==> src/rtl/msi_coherence_ctrl.sv <==
// -----------------------------------------------------------------------------
// msi_coherence_ctrl
//
// Tag/state directory and MSI coherence controller for an N-way
// set-associative L1. The data array lives elsewhere; this block only tracks
// which lines are present and in which MSI state. It sequences the bus and
// memory handshakes for misses, upgrades and victim writebacks.
//
// Ports:
//   clk, reset_n           clock (rising edge), asynchronous active-low reset
//   cpu_rd, cpu_wr         CPU request, held until cpu_ready (write wins)
//   cpu_addr               CPU request address
//   cpu_ready              one-cycle completion pulse
//   cpu_hit, cpu_way       qualified by cpu_ready: hit/upgrade flag, way used
//   bus_req, bus_cmd       bus transaction request (01 Rd, 10 RdX, 11 Upgr)
//   bus_addr, bus_gnt      line address of the request, grant
//   mem_wb, mem_addr       victim writeback request and victim line address
//   ready_mem              memory completion (writeback done / fill done)
//   snoop_valid/cmd/addr   foreign bus transaction observed this cycle
//   snoop_hit, snoop_flush registered snoop result (line valid / line was M)
//
// Optional build macro MSI_STATS_EN adds saturating 16-bit counters
// hit_cnt, miss_cnt and wb_cnt as extra outputs.
// -----------------------------------------------------------------------------
module msi_coherence_ctrl #(
  parameter int ADDR_W   = 16,
  parameter int OFFSET_W = 2,
  parameter int SET_W    = 5,
  parameter int WAYS     = 2,
  parameter int WAY_W    = 1
) (
  input  logic              clk,
  input  logic              reset_n,
  input  logic              cpu_rd,
  input  logic              cpu_wr,
  input  logic [ADDR_W-1:0] cpu_addr,
  output logic              cpu_ready,
  output logic              cpu_hit,
  output logic [WAY_W-1:0]  cpu_way,
  output logic              bus_req,
  output logic [1:0]        bus_cmd,
  output logic [ADDR_W-1:0] bus_addr,
  input  logic              bus_gnt,
  output logic              mem_wb,
  output logic [ADDR_W-1:0] mem_addr,
  input  logic              ready_mem,
  input  logic              snoop_valid,
  input  logic [1:0]        snoop_cmd,
  input  logic [ADDR_W-1:0] snoop_addr,
  output logic              snoop_hit,
  output logic              snoop_flush
`ifdef MSI_STATS_EN
  ,
  output logic [15:0]       hit_cnt,
  output logic [15:0]       miss_cnt,
  output logic [15:0]       wb_cnt
`endif
);

  localparam int TAG_W = ADDR_W - SET_W - OFFSET_W;
  localparam int SETS  = 1 << SET_W;

  localparam logic [1:0] ST_I = 2'b00;
  localparam logic [1:0] ST_S = 2'b01;
  localparam logic [1:0] ST_M = 2'b10;

  localparam logic [1:0] CMD_NONE = 2'b00;
  localparam logic [1:0] CMD_RD   = 2'b01;
  localparam logic [1:0] CMD_RDX  = 2'b10;
  localparam logic [1:0] CMD_UPGR = 2'b11;

  typedef enum logic [2:0] {IDLE, LOOKUP, WB, BUS, FILL} fsm_e;

  // Next state of a line held here when a foreign transaction hits it.
  function automatic logic [1:0] snoop_next(input logic [1:0] st, input logic [1:0] cmd);
    logic [1:0] nx;
    nx = st;
    if (st == ST_M && cmd == CMD_RD)                          nx = ST_S;
    if (st == ST_M && cmd == CMD_RDX)                         nx = ST_I;
    if (st == ST_S && (cmd == CMD_RDX || cmd == CMD_UPGR))    nx = ST_I;
    return nx;
  endfunction

  function automatic logic snoop_flushes(input logic [1:0] st, input logic [1:0] cmd);
    return (st == ST_M) && (cmd == CMD_RD || cmd == CMD_RDX);
  endfunction

  // Directory and control state
  logic [TAG_W-1:0] dir_tag_q [SETS][WAYS];
  logic [1:0]       dir_st_q  [SETS][WAYS];
  logic [WAY_W-1:0] rr_q      [SETS];

  fsm_e             state_q, state_d;
  logic [TAG_W-1:0] tag_q;
  logic [SET_W-1:0] set_q;
  logic             wr_q;
  logic [WAY_W-1:0] way_q, way_d;
  logic [1:0]       cmd_q, cmd_d;
  logic             cpu_ready_q, cpu_ready_d;
  logic             cpu_hit_q, cpu_hit_d;
  logic [WAY_W-1:0] cpu_way_q, cpu_way_d;
  logic             snoop_hit_q, snoop_flush_q;

  // Local directory write (install, upgrade, victim invalidate)
  logic             lw_en;
  logic [TAG_W-1:0] lw_tag;
  logic [1:0]       lw_st;
  logic             rr_inc;

  logic unused_offsets;
  assign unused_offsets = ^{cpu_addr[OFFSET_W-1:0], snoop_addr[OFFSET_W-1:0]};

  // Lookup: compare the latched request against every way of its set
  logic             hit_any, has_inv;
  logic [WAY_W-1:0] hit_way, inv_way, victim;
  logic [1:0]       hit_st, vict_st;

  always_comb begin
    hit_any = 1'b0;
    hit_way = '0;
    hit_st  = ST_I;
    has_inv = 1'b0;
    inv_way = '0;
    // Descending scan so the lowest-numbered matching way is the one kept.
    for (int w = WAYS - 1; w >= 0; w--) begin
      if (dir_st_q[set_q][w] != ST_I && dir_tag_q[set_q][w] == tag_q) begin
        hit_any = 1'b1;
        hit_way = WAY_W'(w);
        hit_st  = dir_st_q[set_q][w];
      end
      if (dir_st_q[set_q][w] == ST_I) begin
        has_inv = 1'b1;
        inv_way = WAY_W'(w);
      end
    end
  end

  assign victim  = has_inv ? inv_way : rr_q[set_q];
  assign vict_st = dir_st_q[set_q][victim];

  // Snoop: same compare against the foreign address
  logic [SET_W-1:0] snp_set;
  logic [TAG_W-1:0] snp_tag;
  logic             snp_active, snp_match, snp_hit;
  logic [WAY_W-1:0] snp_way;
  logic [1:0]       snp_st;

  assign snp_set    = snoop_addr[OFFSET_W +: SET_W];
  assign snp_tag    = snoop_addr[ADDR_W-1 -: TAG_W];
  assign snp_active = snoop_valid && (snoop_cmd != CMD_NONE);

  always_comb begin
    snp_match = 1'b0;
    snp_way   = '0;
    snp_st    = ST_I;
    for (int w = WAYS - 1; w >= 0; w--) begin
      if (dir_st_q[snp_set][w] != ST_I && dir_tag_q[snp_set][w] == snp_tag) begin
        snp_match = 1'b1;
        snp_way   = WAY_W'(w);
        snp_st    = dir_st_q[snp_set][w];
      end
    end
  end

  assign snp_hit = snp_active && snp_match;

  // A snoop to the very line being looked up delays classification by a
  // cycle so the hit decision always sees the post-snoop state.
  logic lk_stall;
  assign lk_stall = snp_active && (snp_set == set_q) && (snp_tag == tag_q);

  // A foreign RdX/Upgr on the line we hold in S kills our pending upgrade.
  logic upgr_lost;
  assign upgr_lost = snp_hit && (snp_set == set_q) && (snp_way == way_q) &&
                     (snoop_cmd == CMD_RDX || snoop_cmd == CMD_UPGR);

  always_comb begin
    state_d     = state_q;
    cmd_d       = cmd_q;
    way_d       = way_q;
    cpu_ready_d = 1'b0;
    cpu_hit_d   = 1'b0;
    cpu_way_d   = '0;
    lw_en       = 1'b0;
    lw_tag      = tag_q;
    lw_st       = ST_I;
    rr_inc      = 1'b0;
    case (state_q)
      IDLE: begin
        // The request is still high during the completion pulse cycle.
        if ((cpu_rd || cpu_wr) && !cpu_ready_q) state_d = LOOKUP;
      end
      LOOKUP: begin
        if (!lk_stall) begin
          if (hit_any && (!wr_q || hit_st == ST_M)) begin
            cpu_ready_d = 1'b1;
            cpu_hit_d   = 1'b1;
            cpu_way_d   = hit_way;
            state_d     = IDLE;
          end else if (hit_any) begin
            cmd_d   = CMD_UPGR;
            way_d   = hit_way;
            state_d = BUS;
          end else begin
            way_d  = victim;
            rr_inc = !has_inv;
            if (vict_st == ST_M) begin
              state_d = WB;
            end else begin
              cmd_d   = wr_q ? CMD_RDX : CMD_RD;
              state_d = BUS;
            end
          end
        end
      end
      WB: begin
        if (ready_mem) begin
          lw_en   = 1'b1;
          lw_tag  = dir_tag_q[set_q][way_q];
          lw_st   = ST_I;
          cmd_d   = wr_q ? CMD_RDX : CMD_RD;
          state_d = BUS;
        end
      end
      BUS: begin
        if (cmd_q == CMD_UPGR && upgr_lost) begin
          cmd_d = CMD_RDX;
        end else if (bus_gnt) begin
          if (cmd_q == CMD_UPGR) begin
            lw_en       = 1'b1;
            lw_st       = ST_M;
            cpu_ready_d = 1'b1;
            cpu_hit_d   = 1'b1;
            cpu_way_d   = way_q;
            state_d     = IDLE;
          end else begin
            state_d = FILL;
          end
        end
      end
      FILL: begin
        if (ready_mem) begin
          lw_en       = 1'b1;
          lw_st       = wr_q ? ST_M : ST_S;
          cpu_ready_d = 1'b1;
          cpu_way_d   = way_q;
          state_d     = IDLE;
        end
      end
      default: state_d = IDLE;
    endcase
  end

  always_ff @(posedge clk or negedge reset_n) begin
    if (!reset_n) begin
      state_q       <= IDLE;
      tag_q         <= '0;
      set_q         <= '0;
      wr_q          <= 1'b0;
      way_q         <= '0;
      cmd_q         <= CMD_NONE;
      cpu_ready_q   <= 1'b0;
      cpu_hit_q     <= 1'b0;
      cpu_way_q     <= '0;
      snoop_hit_q   <= 1'b0;
      snoop_flush_q <= 1'b0;
      for (int s = 0; s < SETS; s++) begin
        rr_q[s] <= '0;
        for (int w = 0; w < WAYS; w++) begin
          dir_tag_q[s][w] <= '0;
          dir_st_q[s][w]  <= ST_I;
        end
      end
    end else begin
      state_q     <= state_d;
      cmd_q       <= cmd_d;
      way_q       <= way_d;
      cpu_ready_q <= cpu_ready_d;
      cpu_hit_q   <= cpu_hit_d;
      cpu_way_q   <= cpu_way_d;
      if (state_q == IDLE && state_d == LOOKUP) begin
        tag_q <= cpu_addr[ADDR_W-1 -: TAG_W];
        set_q <= cpu_addr[OFFSET_W +: SET_W];
        wr_q  <= cpu_wr;
      end
      if (rr_inc) rr_q[set_q] <= rr_q[set_q] + 1'b1;
      snoop_hit_q   <= snp_hit;
      snoop_flush_q <= snp_hit && snoop_flushes(snp_st, snoop_cmd);
      if (snp_hit) dir_st_q[snp_set][snp_way] <= snoop_next(snp_st, snoop_cmd);
      // Written after the snoop update: our transaction is later in bus order.
      if (lw_en) begin
        dir_tag_q[set_q][way_q] <= lw_tag;
        dir_st_q[set_q][way_q]  <= lw_st;
      end
    end
  end

  assign cpu_ready   = cpu_ready_q;
  assign cpu_hit     = cpu_hit_q;
  assign cpu_way     = cpu_way_q;
  assign bus_req     = (state_q == BUS);
  assign bus_cmd     = bus_req ? cmd_q : CMD_NONE;
  assign bus_addr    = bus_req ? {tag_q, set_q, {OFFSET_W{1'b0}}} : '0;
  assign mem_wb      = (state_q == WB);
  assign mem_addr    = mem_wb ? {dir_tag_q[set_q][way_q], set_q, {OFFSET_W{1'b0}}} : '0;
  assign snoop_hit   = snoop_hit_q;
  assign snoop_flush = snoop_flush_q;

`ifdef MSI_STATS_EN
  function automatic logic [15:0] sat_inc(input logic [15:0] v);
    return (v == 16'hFFFF) ? v : v + 16'd1;
  endfunction

  logic [15:0] hit_cnt_q, miss_cnt_q, wb_cnt_q;
  logic        miss_ev, wb_ev;

  assign miss_ev = (state_q == LOOKUP) && !lk_stall && !hit_any;
  assign wb_ev   = (state_q == WB) && ready_mem;

  always_ff @(posedge clk or negedge reset_n) begin
    if (!reset_n) begin
      hit_cnt_q  <= '0;
      miss_cnt_q <= '0;
      wb_cnt_q   <= '0;
    end else begin
      if (cpu_ready_d && cpu_hit_d) hit_cnt_q  <= sat_inc(hit_cnt_q);
      if (miss_ev)                  miss_cnt_q <= sat_inc(miss_cnt_q);
      if (wb_ev)                    wb_cnt_q   <= sat_inc(wb_cnt_q);
    end
  end

  assign hit_cnt  = hit_cnt_q;
  assign miss_cnt = miss_cnt_q;
  assign wb_cnt   = wb_cnt_q;
`endif

endmodule

==> config.mk <==
export PLATFORM = sky130hd
export DESIGN_NAME = msi_coherence_ctrl
export DESIGN_NICKNAME = d
export VERILOG_FILES = /design/src/rtl/msi_coherence_ctrl.sv
export SDC_FILE = /design/constraint.sdc
export NUM_CORES = 2
export LEC_CHECK = 0
export BUFFER_PORTS_ARGS = -buffer_cell sky130_fd_sc_hd__clkbuf_2
export CORE_ASPECT_RATIO = 0.6
export CORE_MARGIN = 5
export CORE_UTILIZATION = 50
export DETAILED_ROUTE_END_ITERATION = 16
export PLACE_DENSITY = 0.69
export REMOVE_ABC_BUFFERS = 1
export SYNTH_ARGS = -nofsm -noshare
export SYNTH_HDL_FRONTEND = slang
export SYNTH_SLANG_ARGS = --single-unit
==> constraint.sdc <==
create_clock -name clk -period 4.2 [get_ports clk]
set_input_delay 0.63 -clock clk [delete_from_list [all_inputs] [get_ports clk]]
set_output_delay 0.63 -clock clk [all_outputs]
set_load 0.1 [all_outputs]
==> flow_metrics.tcl <==
set metrics [dict create \
    status "finished, violations left" \
    failed_checks "negative setup slack" \
    drt-total-wl_um 184000 \
    rows 83 \
    post-route-util_pct 61.3 \
    core_um2 85300 \
    leakage_nw 23.9 \
    slew_headroom_pct 22.2 \
    max-cap-violations 0 \
    clk_latency_ps 700 \
    grt_pass1_vias 36200 \
    drt-pass1-iter-count 6 \
    gp_congestion 1.03 \
    ctsHtreeMaxLevel 3 \
    path_class "register to output pin" \
    ys_warn_count 0 \
    grt_usage_pct 39.0 \
    fin_crit_sh_pct 104 \
    cts_tree "built" \
    finalSetupTns_ps -1090 \
    vdd_drop_max_v 0.000710 \
    timing.hold.ws_ps 18.0 \
    yosys_register_bits 762 \
    drt_iter0_drc 5980 \
    yosysMostFrequentCell "dfrtp_1" \
    synth_cell_types 77 \
    design.die.area_um2 91800 \
    synthTopCellsByCount "dfrtp_1, mux2i_1, nand2_1" \
    grt_pass1_wl_um 262000 \
    cts_sinks 762 \
    timing.final.max_slew_violations 0 \
    hold_viol 0 \
    fin_nets 4658 \
    crit_path_end_kind "output pin" \
    cts_made_buffers 76 \
    grt_max_degree 101 \
    ant_nets 0 \
    rsz0062_at_grt "true" \
    arrival_ps 3730 \
    synth_top_area_share_pct 44.5 \
    yosysSeqAreaShare_pct 44.5 \
    die_w_um 388 \
    synthCells 4304 \
    cts_root_buf "clkbuf_16" \
    ys_async_sr_fraction_pct 100 \
    cts.clk_slew.worst_paths_ps 80 \
    synth_edf_count 0 \
    synth_area_um2 42800 \
    fill_cells 6983 \
    pin_count 82 \
    hold_path_class "primary input to asynchronous set/reset pin" \
    area_growth_pct 22.1 \
    dp_hpwl_um 133000 \
    die_h_um 237 \
    crit_required_ps 3570 \
    io_buffers 73 \
    synth.area.top_cells "dfrtp_1, mux2i_1, mux4_2" \
    setup_ws_ps -164 \
    setup_viol 28 \
    via_per_inst 6.66 \
    syn_avg_cell_area_um2 9.95 \
    pwr_density_cell_nw_per_um2 557 \
    antenna_found_initial 7 \
    yosys.area.top_type "dfrtp_1" \
    num_vias 38800 \
    synth_flop_cell "dfrtp_1" \
    overflow 0 \
    drc 0 \
    worstSetupStartpointType "register" \
    crit_path_max_fanout 12 \
    wire_per_inst_um 31.6 \
    min_period_ps 4360 \
    hold_buffers 0 \
    skew_ps 38.3 \
    tightest_slew_ps 1160 \
    max_freq_mhz 229 \
    cts_buffer_depth 3 \
    drive_above_1_share_pct 23.4 \
    start_util_pct 50.2 \
]
==> registers in the layout (all words and copies together) (netlist names) <==
name,count
dir_tag_q,576
dir_st_q,128
rr_q,32
tag_q,9
set_q,5
state_q,3
cmd_q,2
cpu_hit,1
cpu_ready,1
cpu_way,1
snoop_flush,1
snoop_hit,1
way_q,1
wr_q,1
==> repair_timing <==
action                                  4_1_cts  5_1_grt
buffers inserted                              2       13
endpoints found under the setup margin      105      461
hold endpoints to repair                      0        0
pin swaps                                     0        5
cloned                                        1        3
gates resized for setup                      21       41
==> metal layers <==
layer  GRT usage [%]  routed length (um)  vias to the layer above
li1                -                   -                    16300
met2            48.9               68900                     2886
met5               0                  46                        -
met4            13.0                7040                        6
met3            18.1               31600                      441
met1            58.5               76700                    19200
==> cell usage in the layout (no fill, tap or decap), drive strengths merged, types with 17 or more instances in the layout <==
cell    Yosys  layout
a22oi      60      60
nor3       87      87
nor2      345     345
nand2     462     462
nand4      17      17
mux4      104     104
mux2i     691     691
nand3      19      19
nor4       78      78
buf       258     603
mux2       47      47
clkbuf    180     162
and3       30      30
o22ai     258     258
a21oi     332     332
clkinv      3      24
dfrtp     762     762
or3        36      36
xor2       20      20
xnor2      20      20
o21ai     331     331
==> report_power, final <==
part	internal, mW	total (mW)	switching [mW]	leakage (nW)
clock network	4.22	7.47	3.25	1.30
registers	8.48	9.72	1.23	10.4
logic	4.36	11.9	7.58	12.2
==> cells by family after synthesis <==
group / after synthesis / share of synthesized area, %
compound gates: 1042 / 13.8
xor+xnor: 40 / 0.818
fa+ha+maj: 4 / 0.117
buf+inv: 452 / 4.92
flops: 762 / 44.5
mux: 842 / 22.9
other cells: 1 / 0.00876
simple gates: 1161 / 12.9
==> area by class of cell <==
type                            count  area [um^2]  share of cell area (%)
Multi-Input combinational cell   3093        22200                    42.5
Sequential cell                   762        19100                    36.5
Timing Repair Buffer              666         6830                    13.1
Clock buffer                      100         2170                    4.14
Tap cell                         1147         1440                    2.74
Clock inverter                     40          495                   0.948
Inverter                           14         52.6                   0.101
Antenna cell                        2         5.00                 0.00957
==> worst max-delay path, stage by stage, from the launching register on <==
cell,delay [ps]
dfrtp_1,970
nand2b_1,490
clkinv_1,750
and2_1,440
clkbuf_2,370
==> through the flow <==
step	std cells	total power [mW]	worst slack (ps)	cell area (um^2)
finish	5824	29.1	-164	52300
global route	5822	29.9	-108	52300
CTS	5806	28.5	0.0113	51900
detailed placement	5663	20.9	-818	49100
global placement	5663	20.8	-716	49100
floorplan	3869	15.7	-11390	40800
==> final timing paths <==
kind	start	endpoint	slack [ps]	depth (start not counted)
worst max-delay path	state_q[0]	mem_addr[6]	-160	4
worst min-delay path	reset_n	rr_q[27]	20	1
worst max register to register	set_q[3]	rr_q[3]	20	16
worst min register to register	dir_tag_q[406]	dir_tag_q[406]	510	2
max in group asynchronous	reset_n	set_q[3]	2970	3
min in group clk	cpu_addr[14]	tag_q[7]	170	2
Note: power is estimated with default switching activity, not from simulation.
